`config.mk`:
```
export PLATFORM = sky130hd
export DESIGN_NAME = usr_param_burst
export DESIGN_NICKNAME = d
export VERILOG_FILES = /design/src/rtl/usr_param_burst.sv
export SDC_FILE = /design/constraint.sdc
export NUM_CORES = 1
export LEC_CHECK = 0
export CAP_MARGIN = 30
export CORE_ASPECT_RATIO = 1.1
export CORE_MARGIN = 5
export CORE_UTILIZATION = 41
export DETAILED_ROUTE_END_ITERATION = 10
export GPL_ROUTABILITY_DRIVEN = 0
export PLACE_DENSITY = 0.77
export SYNTH_ARGS = -nofsm -noshare
export SYNTH_HDL_FRONTEND = slang
export SYNTH_SLANG_ARGS = --single-unit
```
`constraint.sdc`:
```
create_clock -name clock -period 2.94 [get_ports clock]
set_input_delay 0.588 -clock clock [delete_from_list [all_inputs] [get_ports clock]]
set_output_delay 0.588 -clock clock [all_outputs]
set_load 0.02 [all_outputs]
```
`src/rtl/usr_param_burst.sv`:
```
// Parametrised universal shift register with a burst sequencer that repeats a latched mode N times.
// Optional build macro USR_ROTATE_EN enables the rotate modes (100/101); without it they act as hold.
module usr_param_burst #(
    parameter int WIDTH = 8,
    parameter int CNT_W = 4
) (
    input  logic             clock,
    input  logic             reset,
    input  logic [2:0]       mode,
    input  logic [WIDTH-1:0] in,
    input  logic             msb_in,
    input  logic             lsb_in,
    input  logic             start,
    input  logic [CNT_W-1:0] count,
    output logic [WIDTH-1:0] out,
    output logic             msb_out,
    output logic             lsb_out,
    output logic             busy,
    output logic             done
);

    typedef enum logic [0:0] {
        ST_IDLE  = 1'b0,
        ST_BURST = 1'b1
    } state_t;

    localparam logic [2:0] MODE_HOLD  = 3'b000;
    localparam logic [2:0] MODE_SHR   = 3'b001;
    localparam logic [2:0] MODE_SHL   = 3'b010;
    localparam logic [2:0] MODE_LOAD  = 3'b011;
    localparam logic [2:0] MODE_ROTR  = 3'b100;
    localparam logic [2:0] MODE_ROTL  = 3'b101;
    localparam logic [2:0] MODE_ASHR  = 3'b110;
    localparam logic [2:0] MODE_CLEAR = 3'b111;

    localparam logic [CNT_W-1:0] CNT_ZERO = '0;
    localparam logic [CNT_W-1:0] CNT_ONE  = CNT_W'(1'b1);

    state_t           state_r;
    logic [2:0]       lat_mode_r;
    logic [CNT_W-1:0] remaining_r;
    logic [WIDTH-1:0] out_r;
    logic             busy_r;
    logic             done_r;

    logic [2:0]       eff_mode_s;
    logic [WIDTH-1:0] next_val_s;

    // Next register value for one operation; serial fills come from the live pins.
    function automatic logic [WIDTH-1:0] apply_op(
        input logic [2:0]       op,
        input logic [WIDTH-1:0] cur,
        input logic [WIDTH-1:0] load_val,
        input logic             fill_msb,
        input logic             fill_lsb
    );
        logic [WIDTH-1:0] res;
        res = cur;
        case (op)
            MODE_HOLD:  res = cur;
            MODE_SHR:   res = {fill_msb, cur[WIDTH-1:1]};
            MODE_SHL:   res = {cur[WIDTH-2:0], fill_lsb};
            MODE_LOAD:  res = load_val;
`ifdef USR_ROTATE_EN
            MODE_ROTR:  res = {cur[0], cur[WIDTH-1:1]};
            MODE_ROTL:  res = {cur[WIDTH-2:0], cur[WIDTH-1]};
`else
            MODE_ROTR:  res = cur;
            MODE_ROTL:  res = cur;
`endif
            MODE_ASHR:  res = {cur[WIDTH-1], cur[WIDTH-1:1]};
            MODE_CLEAR: res = '0;
            default:    res = cur;
        endcase
        return res;
    endfunction

    // Operation source: live mode while idle, latched mode while a burst runs.
    always_comb begin
        eff_mode_s = mode;
        if (state_r == ST_BURST) begin
            eff_mode_s = lat_mode_r;
        end else begin
            eff_mode_s = mode;
        end
        next_val_s = apply_op(eff_mode_s, out_r, in, msb_in, lsb_in);
    end

    // Burst sequencer and shift register state.
    always_ff @(posedge clock) begin
        if (reset) begin
            state_r     <= ST_IDLE;
            lat_mode_r  <= MODE_HOLD;
            remaining_r <= CNT_ZERO;
            out_r       <= '0;
            busy_r      <= 1'b0;
            done_r      <= 1'b0;
        end else begin
            case (state_r)
                ST_IDLE: begin
                    done_r <= 1'b0;
                    busy_r <= 1'b0;
                    if (start) begin
                        lat_mode_r <= mode;
                        if (count == CNT_ZERO) begin
                            // Empty burst: register holds, completion is still signalled.
                            done_r      <= 1'b1;
                            remaining_r <= CNT_ZERO;
                        end else if (count == CNT_ONE) begin
                            out_r       <= next_val_s;
                            done_r      <= 1'b1;
                            remaining_r <= CNT_ZERO;
                        end else begin
                            out_r       <= next_val_s;
                            remaining_r <= count - CNT_ONE;
                            busy_r      <= 1'b1;
                            state_r     <= ST_BURST;
                        end
                    end else begin
                        out_r <= next_val_s;
                    end
                end
                ST_BURST: begin
                    out_r <= next_val_s;
                    if (remaining_r == CNT_ONE) begin
                        remaining_r <= CNT_ZERO;
                        busy_r      <= 1'b0;
                        done_r      <= 1'b1;
                        state_r     <= ST_IDLE;
                    end else begin
                        remaining_r <= remaining_r - CNT_ONE;
                        busy_r      <= 1'b1;
                        done_r      <= 1'b0;
                    end
                end
                default: begin
                    state_r     <= ST_IDLE;
                    remaining_r <= CNT_ZERO;
                    busy_r      <= 1'b0;
                    done_r      <= 1'b0;
                end
            endcase
        end
    end

    assign out     = out_r;
    assign busy    = busy_r;
    assign done    = done_r;
    assign msb_out = out_r[WIDTH-1];
    assign lsb_out = out_r[0];

endmodule
```
# Word-level counts from Yosys, hierarchy flattened
# Cells that the tools add are included.
[totals]
reg_bits = 17
wordCells = 43
[op_classes]
add_sub_neg = 2
eq_ne = 11
muxes = 20
bitwise_logic = 1
reduce_logical = 4
[ops]
columns = ["operator", "n"]
rows = [
  ["one-hot mux 8 bit (6 select lines)", 1],
  ["2-to-1 mux 4 bit", 4],
  ["2-to-1 mux 8 bit", 2],
  ["one-hot mux 8 bit (2 select lines)", 1],
  ["equality test 3 bit (second input constant)", 4],
  ["equality test 4 x 1 -> 1 bit (second input constant)", 2],
  ["2-to-1 mux 1 bit", 8],
  ["one-hot mux 4 bit (2 select lines)", 1],
  ["subtractor 4 x 1 -> 4 bit (second input constant)", 2],
  ["equality test 3 x 2 -> 1 bit (second input constant)", 2],
  ["logical NOT 4 bit", 1],
  ["one-hot mux 1 bit (2 select lines)", 2],
  ["equality test 3 x 1 -> 1 bit (second input constant)", 1],
  ["logical NOT 3 bit", 1],
  ["2-to-1 mux 3 bit", 1],
  ["inequality test 3 bit (second input constant)", 1],
  ["OR reduction 3 bit", 1],
  ["inequality test 2 bit (second input constant)", 1],
  ["AND reduction 2 bit", 1],
  ["inverter 1 bit", 1],
]

# Longest topological paths before layout
# Gate-level depths: netlist of run 1.
[depth]
ltp_word = 7
mapped_depth = 6
mapped_depth_nobuf = 6

# Worst setup path after synthesis of run 1
# Ideal clock, no wire load.
[synth_path]
path_kind = "flip-flop to flip-flop"
from = "reg, netlist name busy"
to = "reg out_r[7], in the netlist out[7]"
setup_time_ns = 0.088
arrival_time_ns = 1.656
slack_ns = 1.196
stages_incl_launch_ff = 6
n_path_buf = 1
period_less_slack_ns = 1.744
path_cell_list = "dfxtp_1 buf_6 mux2_4 or3b_1 a21o_1 a311oi_2"
[synth_lines]
columns = ["item", "line", "rtl"]
rows = [
  ["end signal, assigned", "110", "out_r <= next_val_s;"],
  ["end signal, assigned", "114", "out_r <= next_val_s;"],
  ["end signal, assigned", "120", "out_r <= next_val_s;"],
  ["end, declared", "42", "logic [WIDTH-1:0] out_r;"],
]

# Final worst setup path of run 1
[layout_path]
from = "reg busy_r, in the netlist busy"
to = "out busy"
[layout_lines]
columns = ["item", "line", "rtl"]
rows = [
  ["start, declared", "43", "logic busy_r;"],
  ["start signal, assigned", "96", "busy_r <= 1'b0;"],
  ["start signal, assigned", "102", "busy_r <= 1'b0;"],
  ["start signal, assigned", "116", "busy_r <= 1'b1;"],
  ["end, declared", "18", "output logic busy,"],
]
# No word-level cell between the ends.

==> results.yml, run 1 <==
run_status:
  status: "finished, final reports clean"
worst_hold_path:
  min_from: "lat_mode_r[1]"
  min_path_type: "reg -> reg"
  whs_path_depth: 2
logic_synthesis:
  netlist_instances: 123
  ys.flop_type: "dfxtp_1"
  synth-seq-cells: 17
  netlist_area_um2: 1090
  synthArstFlopShare_pct: 0
  syn_nets: 148
  synth-edff-count: 0
  synth_cell_types: 42
  synth-seq-area-share_pct: 31.1
  avgSynthCellArea_um2: 8.90
  yosysWarnings: 0
grt:
  grt_max_degree: 19
  grt_pass1_wl_um: 4310
  grt-ovfl-total: 0
  grt_pass1_vias: 1024
  gr-usage-all-layers_pct: 14.0
  antenna_found_initial: 0
setup_path:
  crit_fanout: 16
  path_buf_inv: 1
  crit_end: "busy"
  cp_slowest_stage_delay_ns: 0.73
  required_ns: 2.35
  path_cells: "clkdlybuf4s50_1"
  ff2ff_path_depth: 4
  r2r_setup_slack_ns: 0.83
  crit_arrival_ns: 1.74
  criticalPathCategory: "reg -> out"
  timing.rr.start: "busy"
  crit_start: "busy"
  crit_slowest_cell: "dfxtp_1"
  cp-start-kind: "register"
  r2r_end: "out[6]"
  crit_cells: 1
  critPathTopFamily: "flip-flops"
  end_kind: "primary output"
sta:
  max_slew.worst_pin.slew_ns: 0.665
  finalClockSkew_ns: 0.00423
  fin_crit_sh_pct: 79.1
  relSlewSlack_pct: 55.5
  hold_viol_final: 0
  max_freq_mhz: 430
  finalSetupViolCount: 0
  period_needed_ns: 2.33
  finalMaxSlewViolations: 0
  setup_slack_ns: 0.615
  rsz0062_at_grt: "false"
  fin_tns_setup_ns: 0
clock_network:
  root_buffer: "clkbuf_4"
  cts_buffers: 3
  clock-sinks: 17
  clk_latency_ns: 0.28
  path_clk_slew_ns: 0.10
  cts_buffer_depth: 2
  cts_tree: "built"
  postCtsHoldBufs: 0
  cts_resized: 0
  htree_num_levels: 1
  post_cts_buffers: 0
layout:
  fin_util_pct: 56.4
  final_area_um2: 1420
  n_antenna_cell: 0
  drive_gt1_share_pct: 11.9
  regArea_um2: 340
  area_delta_synth_final_pct: 29.8
  multi_input_area_um2: 678
  layout_commonest_cell: "clkdlybuf4s50_1"
  nets: 177
  final_cell_mix: "clkdlybuf4s50_1 (31), dfxtp_1 (17), a21oi_1 (16)"
  stdcell_count: 182
  fillers: 248
routing:
  post_drt_wl_per_cell_um: 14.2
  via_per_inst: 5.60
  drt-initial-drc-count: 22
  drcViolationCount: 0
  ant_nets: 0
  via_count: 1019
  dr.pass1.iters: 4
  wirelength_um: 2590
place:
  dpl.hpwl_um: 2060
  io_buffer_count: 31
  dpl.cell_count: 178
  dpl_cell_area_um2: 1390
  pre_cts_slack_ns: 0.457
power_and_ir_drop:
  power.leakage_nw: 0.515
  ir_drop_mv: 0.259
  p_per_area_nw_per_um2: 464
die:
  fp-row-count: 19
  die_x_um: 59.3
  dieArea_um2: 3800
  core_area_um2: 2520
  die_height_um: 64.2
  io_pins: 32
  start_util_pct: 43.4
run:
  drv_cap: 0
-- cell usage after synthesis, drive strengths merged (2+ instances only) --
cell    instances  share of area, %
inv             7               2.4
nand2b          3               1.7
buf             6               4.2
nor2            6               2.1
a221oi          2               1.6
a21oi          16               7.3
mux2            8               8.6
or3b            2               1.6
nor4            2               1.1
o21ai           3               1.7
a22oi           7               4.8
nand2           7               2.4
a211oi         10               7.3
nand3b          3               2.1
a21o            2               1.4
dfxtp          17                31
ha              5               5.7
mux2i           2               3.0
-- power by group --
part / internal [W] / switching (W)
clock network: 0.0000505 / 0.0000720
logic: 0.000128 / 0.000122
registers: 0.000257 / 0.0000301
-- sequential cells by signal, summed over array words and instances (netlist names) --
signal	count
done	1
lat_mode_r	3
out	8
busy	1
remaining_r	4
-- cell families after synthesis --
kind of cell	synth area share [%]
AOI/OAI and AO/OA	28.9
and+or+nand+nor	14.2
DFF	31.1
buffers and inverters	6.97
muxes	11.5
adders and majority gates	5.71
xor gates and xnor gates	1.60
-- per-layer routing --
| metal | routed length, µm | part of all wire (%) | global-route usage (%) |
|---|---|---|---|
| met1 | 1070 | 41 | 15.4 |
| met2 | 1310 | 51 | 25.4 |
| met3 | 195 | 7.5 | 3.22 |
| met4 | 10 | 0.39 | 4.82 |
| met5 | 0 | 0 | 0 |
-- final cells by class --
class,instances,share of cell area [%]
Timing Repair Buffer,31,21.8
Clock inverter,1,0.352
Sequential cell,17,23.9
Tap cell,31,2.73
Clock buffer,3,1.58
Inverter,7,1.85
Multi-Input combinational cell,92,47.7
-- stage by stage --
step | hold WS (ns) | power, W
2_1_floorplan | 0.449 | 0.000456
3_3_place_gp | 0.463 | 0.000536
3_5_place_dp | 0.473 | 0.000543
4_1_cts | 0.487 | 0.000668
5_1_grt | 0.518 | 0.000702
6_report | 0.486 | 0.000659
-- how the worst min path moves through the flow --
| stage | endpoint |
|---|---|
| 6_report | lat_mode_r[1] |
| 5_1_grt | lat_mode_r[1] |
| 4_1_cts | lat_mode_r[1] |
| 3_5_place_dp | lat_mode_r[1] |
| 3_3_place_gp | lat_mode_r[1] |
| 2_1_floorplan | lat_mode_r[1] |
Power figures use the tool's default switching activity.
==> run 2: changes to the inputs <==
PLACE_DENSITY = 0.8   (was 0.77)
clock period = 2 ns   (was 2.94 ns; I/O delays follow)
==> run 2 against run 1 <==
Effect of this change:
- combinational power up 65%
- non-clock buffer count up 17
- via count up 8.4%
- sequential share of layout area down 1.9 points
- critical path type is now in -> reg
==> results.yml, run 2 (same netlist as run 1, synthesis figures left out) <==
run_status:
  status: "finished, final reports clean"
clock_network:
  clock-sinks: 17
  path_clk_slew_ns: 0.10
  cts_buffers: 3
  htree_num_levels: 1
  root_buffer: "clkbuf_4"
  postCtsHoldBufs: 0
  cts_tree: "built"
  clk_latency_ns: 0.28
  cts_buffer_depth: 2
setup_path:
  crit_arrival_ns: 2.06
  criticalPathCategory: "in -> reg"
  cp_slowest_stage_delay_ns: 0.48
  required_ns: 2.19
  cp-start-kind: "input pin"
  crit_top_cell: "a21oi_1"
  end_kind: "register"
  crit_fanout: 3
  path_cells: "clkdlybuf4s50_1, inv_1, ha_1, or2_2, a21oi_1, a21oi_1, o32ai_1"
  crit_slowest_cell: "clkdlybuf4s50_1"
layout:
  final_area_um2: 1550
  nets: 194
  layout_commonest_cell: "clkdlybuf4s50_1"
  stdcell_count: 199
  n_antenna_cell: 0
  area_delta_synth_final_pct: 41.7
  final_cell_mix: "clkdlybuf4s50_1 (30), buf_4 (17), a21oi_1 (16), dfxtp_1 (16), a211oi_1 (9)"
  drive_gt1_share_pct: 20.8
  largest_register_ffs: 8
grt:
  grt_pass1_vias: 1122
  grt_pass1_wl_um: 4900
  grt-ovfl-total: 0
  antenna_found_initial: 0
  gr-usage-all-layers_pct: 15.7
  grt_max_degree: 15
run:
  drv_cap: 0
sta:
  finalClockSkew_ns: 0.00247
  fin_crit_sh_pct: 93.6
  finalSetupViolCount: 0
  rsz0062_at_grt: "false"
  period_needed_ns: 1.87
  max_freq_mhz: 534
  max_slew.worst_pin.slew_ns: 0.541
  fin_tns_setup_ns: 0
  relSlewSlack_pct: 63.8
  hold_viol_final: 0
  finalMaxSlewViolations: 0
power_and_ir_drop:
  power_w: 0.00101
  power.leakage_nw: 0.609
  pwr-share-seq_pct: 41.0
  p_int_w: 0.000674
  power_frac_clock_pct: 18.3
  combPwrFrac_pct: 40.7
  switchingPower_w: 0.000341
  sw_frac_of_total_pct: 33.6
  p_per_area_nw_per_um2: 654
  ir_drop_mv: 0.354
routing:
  post_drt_wl_per_cell_um: 14.0
  dr.pass1.iters: 4
  via_count: 1105
  via_per_inst: 5.55
  ant_nets: 0
  drt-initial-drc-count: 15
  wirelength_um: 2790
  drcViolationCount: 0
die:
  die_x_um: 59.3
  die_height_um: 64.2
  dieArea_um2: 3800
  start_util_pct: 43.4
  core_area_um2: 2520
  io_pins: 32
  fp-row-count: 19
place:
  dpl_cell_area_um2: 1520
  io_buffer_count: 31
  dpl.hpwl_um: 2220
  dpl.cell_count: 195
worst_hold_path:
  min_path_type: "reg -> reg"
==> run 2: path summary, 6_finish.rpt <==
check	start	endpoint	slack, ns	cells past startpoint
worst max-delay path	count[1]	remaining_r[3]	0.13	7
worst min-delay path	lat_mode_r[1]	lat_mode_r[1]	0.49	2
worst max register to register	busy	out[5]	0.33	4
worst min register to register	lat_mode_r[1]	lat_mode_r[1]	0.49	2
==> run 2: worst max-delay path: cells and delay by family <==
family                   cells  cell delay (ns)
buffers and inverters        2             0.56
adder cells (fa/ha/maj)      1             0.19
AO/OA/AOI/OAI                3             0.59
AND/OR/NAND/NOR              1             0.32
==> run 2: layout make-up <==
type                            instances  area [µm²]
Fill cell                             239         968
Multi-Input combinational cell         92         678
Timing Repair Buffer                   48         440
Sequential cell                        17         342
Tap cell                               31        38.8
Clock buffer                            4        26.3
Inverter                                7        26.3
==> run 2: power groups by stage <==
| stage | registers, W | clock network [W] | logic, W |
|---|---|---|---|
| after global routing | 0.000424 | 0.000212 | 0.000449 |
| after floorplan | 0.000444 | 0 | 0.000227 |
| after CTS | 0.000416 | 0.000190 | 0.000415 |
| after global placement | 0.000421 | 0 | 0.000401 |
| final | 0.000416 | 0.000186 | 0.000413 |
| after detailed placement | 0.000423 | 0 | 0.000413 |
==> run 2: metal layers <==
layer  vias to the layer above  track usage (%)  routed length [µm]
li1                        551                -                   -
met3                         4             3.82                 182
met5                         -                0                   0
met1                       517             18.0                1160
met2                        33             27.7                1420
met4                         0             4.82                  21
==> run 2: what timing repair did <==
action / in CTS / in global routing
resized for setup: 1 / 1
endpoints found under the setup margin: 1 / 1
setup buffers: 0 / 0
==> run 2: stage by stage <==
| stage | util (%) | setup WS, ns | hold slack (ns) |
|---|---|---|---|
| finish | 61.6 | 0.128 | 0.485 |
| global placement | 60.4 | -0.0764 | 0.461 |
| CTS | 61.5 | 0.0422 | 0.485 |
| detailed placement | 60.4 | -0.158 | 0.471 |
| global route | 61.6 | 0.0458 | 0.530 |
| floorplan | - | 0.256 | 0.449 |
==> run 3: changes to the inputs <==
CORE_MARGIN = default   (was 5)
CORE_UTILIZATION = 42   (was 41)
PLACE_DENSITY = 0.81   (was 0.8)
==> run 3 against run 2 <==
Effect of this change:
- core utilization decreased by 0.87 points
- sequential power about the same
- worst setup slack got worse by 0.011 ns
- largest power group unchanged
- clock-buffer cell count decreased by 1
- first-iteration DRC count decreased by 40%
- die area decreased by 26%
- highest routed layer is now met3
- combinational power decreased by 3%
==> results.yml, run 3 (same netlist as run 1, synthesis figures left out) <==
run_status:
  status: "finished, final reports clean"
sta:
  max_freq_mhz: 531
  period_needed_ns: 1.88
  hold_ws_ns: 0.492
  relSlewSlack_pct: 67.9
  max_slew.worst_pin.slew_ns: 0.470
  finalSetupViolCount: 0
  rsz0062_at_grt: "false"
  finalClockSkew_ns: 0.00126
  hold_viol_final: 0
  finalMaxSlewViolations: 0
  fin_crit_sh_pct: 94.1
setup_path:
  path_buf_inv: 1
  cp-start-kind: "register"
  required_ns: 1.60
  crit_arrival_ns: 1.48
  crit_start: "busy"
  crit_fanout: 6
  critPathTopFamily: "buffers and inverters"
  criticalPathCategory: "reg -> out"
  path_cells: "clkdlybuf4s50_1"
  crit_slowest_cell: "clkdlybuf4s50_1"
  cp_slowest_stage_delay_ns: 0.67
  timing.rr.start: "busy"
  end_kind: "primary output"
die:
  io_pins: 32
  dieArea_um2: 2820
  fp-row-count: 19
  core_area_um2: 2500
  start_util_pct: 43.9
  die_height_um: 55.5
  die_x_um: 50.7
power_and_ir_drop:
  power.leakage_nw: 0.574
  ir_drop_mv: 0.412
  power_w: 0.00100
  p_per_area_nw_per_um2: 660
layout:
  regArea_um2: 340
  n_antenna_cell: 0
  final_cell_mix: "clkdlybuf4s50_1 (31), dfxtp_1 (17), a21oi_1 (15)"
  fillers: 224
  layout_commonest_cell: "clkdlybuf4s50_1"
  area_delta_synth_final_pct: 38.4
  multi_input_area_um2: 682
  drive_gt1_share_pct: 19.0
  stdcell_count: 194
  largest_register_ffs: 8
  nets: 189
  fin_util_pct: 60.7
grt:
  grt-ovfl-total: 0
  grt_pass1_wl_um: 4300
  gr-usage-all-layers_pct: 19.2
  antenna_found_initial: 0
  grt_max_degree: 12
  grt_pass1_vias: 1028
routing:
  via_count: 1071
  ant_nets: 0
  dr.pass1.iters: 4
  post_drt_wl_per_cell_um: 13.3
  via_per_inst: 5.52
  drcViolationCount: 0
  wirelength_um: 2580
  drt-initial-drc-count: 9
worst_hold_path:
  min_from: "lat_mode_r[1]"
  min_path_type: "reg -> reg"
clock_network:
  cts_buffer_depth: 2
  cts_tree: "built"
  clk_latency_ns: 0.29
  clock-sinks: 17
  postCtsHoldBufs: 0
  cts_buffers: 3
  htree_num_levels: 1
  path_clk_slew_ns: 0.10
  root_buffer: "clkbuf_4"
place:
  dpl.cell_count: 190
  io_buffer_count: 31
  dpl.hpwl_um: 2050
run:
  drv_cap: 0
==> run 3: cell types whose count changed in the layout (fill, tap and decap cells not counted) <==
| cell | delta |
|---|---|
| buf_4 | -5 |
| a21oi_1 | -1 |
| a21oi_2 | +1 |
| clkbuf_1 | -1 |
| clkdlybuf4s50_1 | +1 |
| clkinv_2 | +1 |
| dfxtp_1 | +1 |
| dfxtp_2 | -1 |
| dlymetal6s2s_1 | -1 |
==> run 3: final timing paths <==
check	cells past startpoint	to	slack (ns)
min reg2reg	2	lat_mode_r[1]	0.49
max	1	busy	0.12
max reg2reg	4	out[3]	0.23
min	2	lat_mode_r[1]	0.49
==> run 3: per-layer routing <==
layer  up-vias  GRT usage [%]  part of all wire [%]
met2        27           34.9                    53
met4         0           4.76                     0
li1        536              -                     -
met3         0           3.03                   4.2
met5         -              0                     0
met1       508           23.1                    43
==> run 3: worst min-delay path, delay by kind of cell, from the launching register on <==
family	cells	cell delay, ns
flip-flops	1	0.34
AO/OA/AOI/OAI	1	0.05
AND/OR/NAND/NOR	1	0.06
==> run 3: timing repair <==
action,4_1_cts,5_1_grt
buffers inserted,0,0
endpoints found under the setup margin,0,1
gates resized for setup,0,1
==> run 3: area by class of cell <==
class | count | share of cell area, %
clock inverters | 1 | 0.330
clock buffers | 3 | 1.49
repair buffers | 43 | 26.4
inverters | 7 | 1.73
well taps | 31 | 2.56
multi-input cells | 92 | 45.0
flip-flops and latches | 17 | 22.5
==> run 3: where the power goes <==
| part | internal (W) | switching (W) | total [W] | leakage, nW |
|---|---|---|---|---|
| Clock | 0.0000743 | 0.000108 | 0.000183 | 0.0177 |
| Combinational | 0.000208 | 0.000192 | 0.000400 | 0.416 |
| Sequential | 0.000378 | 0.0000393 | 0.000417 | 0.140 |
==> run 3: per-stage QoR <==
stage	setup TNS [ns]	setup slack (ns)	area, µm²
6_report	0	0.117	1520
5_1_grt	0	0.0545	1520
4_1_cts	0	0.0981	1510
3_5_place_dp	-0.965	-0.206	1480
3_3_place_gp	-0.380	-0.0802	1480
2_1_floorplan	0	0.256	1090
